### src/rtl/digit_store_pkg.sv
`default_nettype none
// ============================================================================
//  Module   : digit_store_pkg
//  Purpose  : Shared sizes and types for the keypad digit-entry buffer.
//  Revision : 1.0 - initial release
// ============================================================================
package digit_store_pkg;

    localparam int DIGIT_W    = 4;
    localparam int NUM_DIGITS = 4;
    localparam int CNT_W      = $clog2(NUM_DIGITS + 1);

    typedef logic [DIGIT_W-1:0] digit_t;

endpackage : digit_store_pkg
`default_nettype wire

### src/rtl/digit_store_rise_detect.sv
`default_nettype none
// ============================================================================
//  Module   : rise_detect
//  Purpose  : Single-cycle pulse on a 0->1 transition of a level input.
//             The previous value resets to 0, so an input already high when
//             reset releases is seen as a rising edge on the first clock.
//  Revision : 1.0 - initial release
// ============================================================================
module rise_detect (
    input  logic clk,
    input  logic reset,
    input  logic in,
    output logic pulse
);

    logic in_q;

    // Remember the input from the previous clock.
    always_ff @(posedge clk or negedge reset) begin
        if (!reset) begin
            in_q <= 1'b0;
        end else begin
            in_q <= in;
        end
    end

    assign pulse = in & ~in_q;

endmodule : rise_detect
`default_nettype wire

### src/rtl/digit_store.sv
`default_nettype none
// ============================================================================
//  Module   : digit_store
//  Purpose  : Calculator-style entry buffer. Digits shift in from the right
//             on each key press until the buffer is full; later presses are
//             ignored. Clear or reset empties it. The populated mask and
//             full flag are decoded from the stored digit count.
//  Revision : 1.0 - initial release
// ============================================================================
module digit_store #(
    parameter int NUM_DIGITS = digit_store_pkg::NUM_DIGITS,
    parameter int DIGIT_W    = digit_store_pkg::DIGIT_W
) (
    input  logic                          clk,
    input  logic                          reset,
    input  logic [DIGIT_W-1:0]            digit,
    input  logic                          valid,
    input  logic                          clear,
    output logic [NUM_DIGITS*DIGIT_W-1:0] out,
    output logic [NUM_DIGITS-1:0]         digitsToDisplay,
    output logic                          storageFull
);

    import digit_store_pkg::*;

    localparam int C_OUT_W = NUM_DIGITS * DIGIT_W;
    localparam int C_CNT_W = $clog2(NUM_DIGITS + 1);
    localparam logic [C_CNT_W-1:0] C_FULL = C_CNT_W'(NUM_DIGITS);

    logic [C_OUT_W-1:0] out_q;
    logic [C_OUT_W-1:0] out_d;
    logic [C_CNT_W-1:0] count_q;
    logic [C_CNT_W-1:0] count_d;
    logic               accept;

    // A held key-press strobe must enter only one digit.
    rise_detect u_rise_detect (
        .clk   (clk),
        .reset (reset),
        .in    (valid),
        .pulse (accept)
    );

    // Next entry: clear has priority, otherwise shift in while not full.
    always_comb begin
        out_d   = out_q;
        count_d = count_q;
        if (clear) begin
            out_d   = '0;
            count_d = '0;
        end else if (accept && (count_q < C_FULL)) begin
            out_d   = (out_q << DIGIT_W) | C_OUT_W'(digit);
            count_d = count_q + C_CNT_W'(1);
        end
    end

    // Digit shift register and populated-slot count.
    always_ff @(posedge clk or negedge reset) begin
        if (!reset) begin
            out_q   <= '0;
            count_q <= '0;
        end else begin
            out_q   <= out_d;
            count_q <= count_d;
        end
    end

    // Thermometer mask: slot i is populated once more than i digits are held.
    for (genvar i = 0; i < NUM_DIGITS; i++) begin : g_mask
        assign digitsToDisplay[i] = (count_q > C_CNT_W'(i));
    end

    assign storageFull = (count_q == C_FULL);
    assign out         = out_q;

endmodule : digit_store
`default_nettype wire

### config.mk
export PLATFORM = sky130hd
export DESIGN_NAME = digit_store
export DESIGN_NICKNAME = d
export VERILOG_FILES = /design/src/rtl/digit_store_pkg.sv /design/src/rtl/digit_store_rise_detect.sv /design/src/rtl/digit_store.sv
export SDC_FILE = /design/constraint.sdc
export NUM_CORES = 1
export LEC_CHECK = 0
export BUFFER_PORTS_ARGS = -buffer_cell sky130_fd_sc_hd__buf_2
export CAP_MARGIN = 30
export CORE_MARGIN = 2
export CORE_UTILIZATION = 50
export CTS_CLUSTER_DIAMETER = 120
export DETAILED_ROUTE_END_ITERATION = 8
export MAX_ROUTING_LAYER = met4
export PLACE_DENSITY = 0.77
export SLEW_MARGIN = 5
export SYNTH_ARGS = -nofsm -noshare
export SYNTH_HDL_FRONTEND = slang
export SYNTH_HIERARCHICAL = 1
export SYNTH_SLANG_ARGS = --single-unit
### constraint.sdc
create_clock -name clk -period 1.8 [get_ports clk]
set_clock_uncertainty 0.05 [all_clocks]
set_input_delay 0.09 -clock clk [delete_from_list [all_inputs] [get_ports clk]]
set_output_delay 0.09 -clock clk [all_outputs]
set_load 0.005 [all_outputs]
==> reports/metrics.csv <==
stage,metric,value,unit
worst_setup_path,crit_chain,"inv_1, ha_1, nor2b_1, buf_2",
worst_setup_path,critPathBufInv,2,
final_layout,layout_common_cells,"buf_2, dfrtp_1, nand2b_1",
yosys,yosys.area_share.simple,22.7,%
sta,hold_viol_final,0,
yosys,yosysWarnings,6,
detailed_routing,routed_via_density,4.85,
global_routing,grt_pass1_wl,3130,um
worst_setup_path,required,1660,ps
yosys,synth_area,0.00100,sq mm
pwr,power.total,925,uW
clock_network,htree_levels,1,
sta,max_slew_margin,69.3,%
yosys,netlist_instances,83,
worst_setup_path,cpPeakStageDelay,520,ps
final_layout,layout-drive-gt1-share,32.2,%
worst_setup_path,critPathSlowestCell,dfrtp_1,
final_layout,final_area,0.00123,sq mm
clock_network,clockRootBuffer,clkbuf_4,
worst_setup_path,reg2regPathDepth,4,
placed_design,placed_cell_area,0.00115,sq mm
floorplanning,fp-row-count,16,
yosys,synth_compound_area_share,4.99,%
sta,fin_crit_sh,84.1,%
flow_run,timing.max_cap.violations,0,
yosys,synth_seq_cells,20,
clock_network,cts_tree,yes,
floorplanning,die_h,48.8,um
global_routing,grt_start_max_net_pins,26,
worst_setup_path,path_delay_family,flip-flops,
final_layout,multi_input_area,459,sq um
global_routing,grt_antenna_before_repair,0,
clock_network,numCtsBuffers,3,
worst_setup_path,setup.worst_path.end_class,primary output,
placed_design,place_congestion,0.788,
final_layout,num-fill-cells,181,
placed_design,dp_cells,135,
detailed_routing,vias,689,
clock_network,cts_buffer_depth,2,
yosys,avgSynthCellArea,12.1,sq um
final_layout,final_common_cell,buf_2,
yosys,synth_top_family_by_area,simple AND/OR/NAND/NOR gates,
yosys,ys_seq_area_share,49.9,%
yosys,synthMuxAreaShare,13.1,%
global_routing,grt_pass1_vias,728,
detailed_routing,drc,0,
detailed_routing,first_iter_violations,6,
sta,maxClockFrequency,661,MHz
sta,setup-tns-final,0,ps
floorplanning,floorplan.die_area,0.00238,sq mm
pwr,peakVddDrop,0.595,mV
hold_path,hold_depth,3,
yosys,yosysUniqueCellTypes,20,
worst_setup_path,start_kind,flip-flop,
detailed_routing,drt-total-wl,1740,um
hold_path,hold_path_class,in2reg,
detailed_routing,drt_pass1_iterations,3,
yosys,syn_nets,95,
final_layout,diodes,0,
floorplanning,pin_count,29,
placed_design,port_buffers,28,
floorplanning,initial_core_util,52.2,%
global_routing,grt_usage,17.3,%
global_routing,overflow,0,
detailed_routing,wl_per_cell,12.3,um
worst_setup_path,worstSetupPathType,reg2out,
worst_setup_path,cp.depth,4,
floorplanning,dieWidth,48.8,um
yosys,synth-xor-area-share,0,%
final_layout,stdcell_count,142,
clock_network,clk_pin_slew,120,ps
pwr,p_leak,0.000664,uW
clock_network,cts_sinks,20,
detailed_routing,drtAntennaViolNets,0,
final_layout,nNetsFinal,128,
status,status,finished clean,
pwr,power_density,749,mW/mm^2
sta,slew_viol_final,0,
sta,rsz0062_at_grt,no,
floorplanning,core,0.00192,sq mm
worst_setup_path,crit_arrival,1370,ps
sta,worst_pin_slew,460,ps
final_layout,area_growth_syn_to_layout,23.1,%
yosys,yosys.area_share.adder,4.99,%
final_layout,ff_latch_area,500,sq um
clock_network,clock_latency,300,ps
clock_network,cts_hold_buf,3,
clock_network,ctsResizeCount,0,
placed_design,hpwl,1240,um
sta,finalSetupViolations,0,
clock_network,cts_setup_buffers,0,
sta,period_needed,1510,ps
worst_setup_path,cp_max_fo,10,
worst min-delay path, delay by kind of cell:
kind / cells / cell delay [ps]
compound gates: 1 / 60
simple gates: 1 / 80
buf+inv: 1 / 90
state kept, by name, summed over array words and instances, names as in the netlist:
| register | count |
|---|---|
| u_rise_detect/in_q | 1 |
| out | 16 |
| count_q | 3 |
per-stage QoR:
| step | hold slack, ps | utilization, % | worst slack (ps) |
|---|---|---|---|
| 6_report | 8.66 | 64.3 | 287 |
| 5_1_grt | 2.64 | 64.3 | 164 |
| 4_1_cts | 2.81 | 64.3 | 266 |
| 3_5_place_dp | 11.8 | 60.0 | 372 |
| 3_3_place_gp | 5.94 | 60.0 | 433 |
| 2_1_floorplan | -256 | - | 471 |
cells by family after synthesis:
group | count (synthesis)
muxes | 13
and+or+nand+nor | 31
adders and majority gates | 4
AOI/OAI and AO/OA | 8
DFF | 20
buffers and inverters | 7
report_power, final:
| part | internal, uW | leakage (uW) | switching, uW | total, uW |
|---|---|---|---|---|
| combinational | 46.7 | 0.000361 | 46.7 | 93.4 |
| clock | 225 | 0.0000279 | 139 | 364 |
| sequential | 459 | 0.000275 | 8.52 | 468 |
worst paths after layout:
kind                       slack, ps  startpoint                  to
max in group asynchronous       1200       reset          count_q[2]
hold / removal                     9    digit[1]              out[1]
min in group asynchronous        200       reset             out[13]
setup reg to reg                 350  count_q[2]          count_q[2]
setup / recovery                 290  count_q[2]  digitsToDisplay[3]
hold reg to reg                  500     out[15]             out[15]
layer usage:
metal	part of all wire, %	global-route usage, %
met2	48	28.3
met1	47	21.9
met3	4.4	3.07
met5	0	-
met4	0.52	5.71
layout make-up:
cell class	count	share of cell area [%]
clock buffers	3	1.82
flip-flops and latches	20	40.5
well taps	27	2.74
repair buffers	32	14.4
clock inverters	1	2.43
inverters	3	0.912
multi-input cells	56	37.2
synth_stat cells:
master      n  area [sq um]
nor2b_4     2          27.5
or2b_1      1          7.51
nand2_1     1          3.75
o21ai_1     4          20.0
o31ai_2     1          12.5
nand2b_1   17           106
dfrtp_1    20           500
a21oi_1     1          5.00
buf_2       2          10.0
nor2b_1     2          12.5
nor2_1      2          7.51
and2_1      1          6.26
buf_6       2          22.5
ha_1        4          50.1
mux2i_1    12           120
o21ai_0     1          5.00
mux2_2      1          11.3
nand4bb_1   5          56.3
a21o_1      1          7.51
inv_1       3          11.3
No activity file was read; power rests on OpenSTA's default activity.
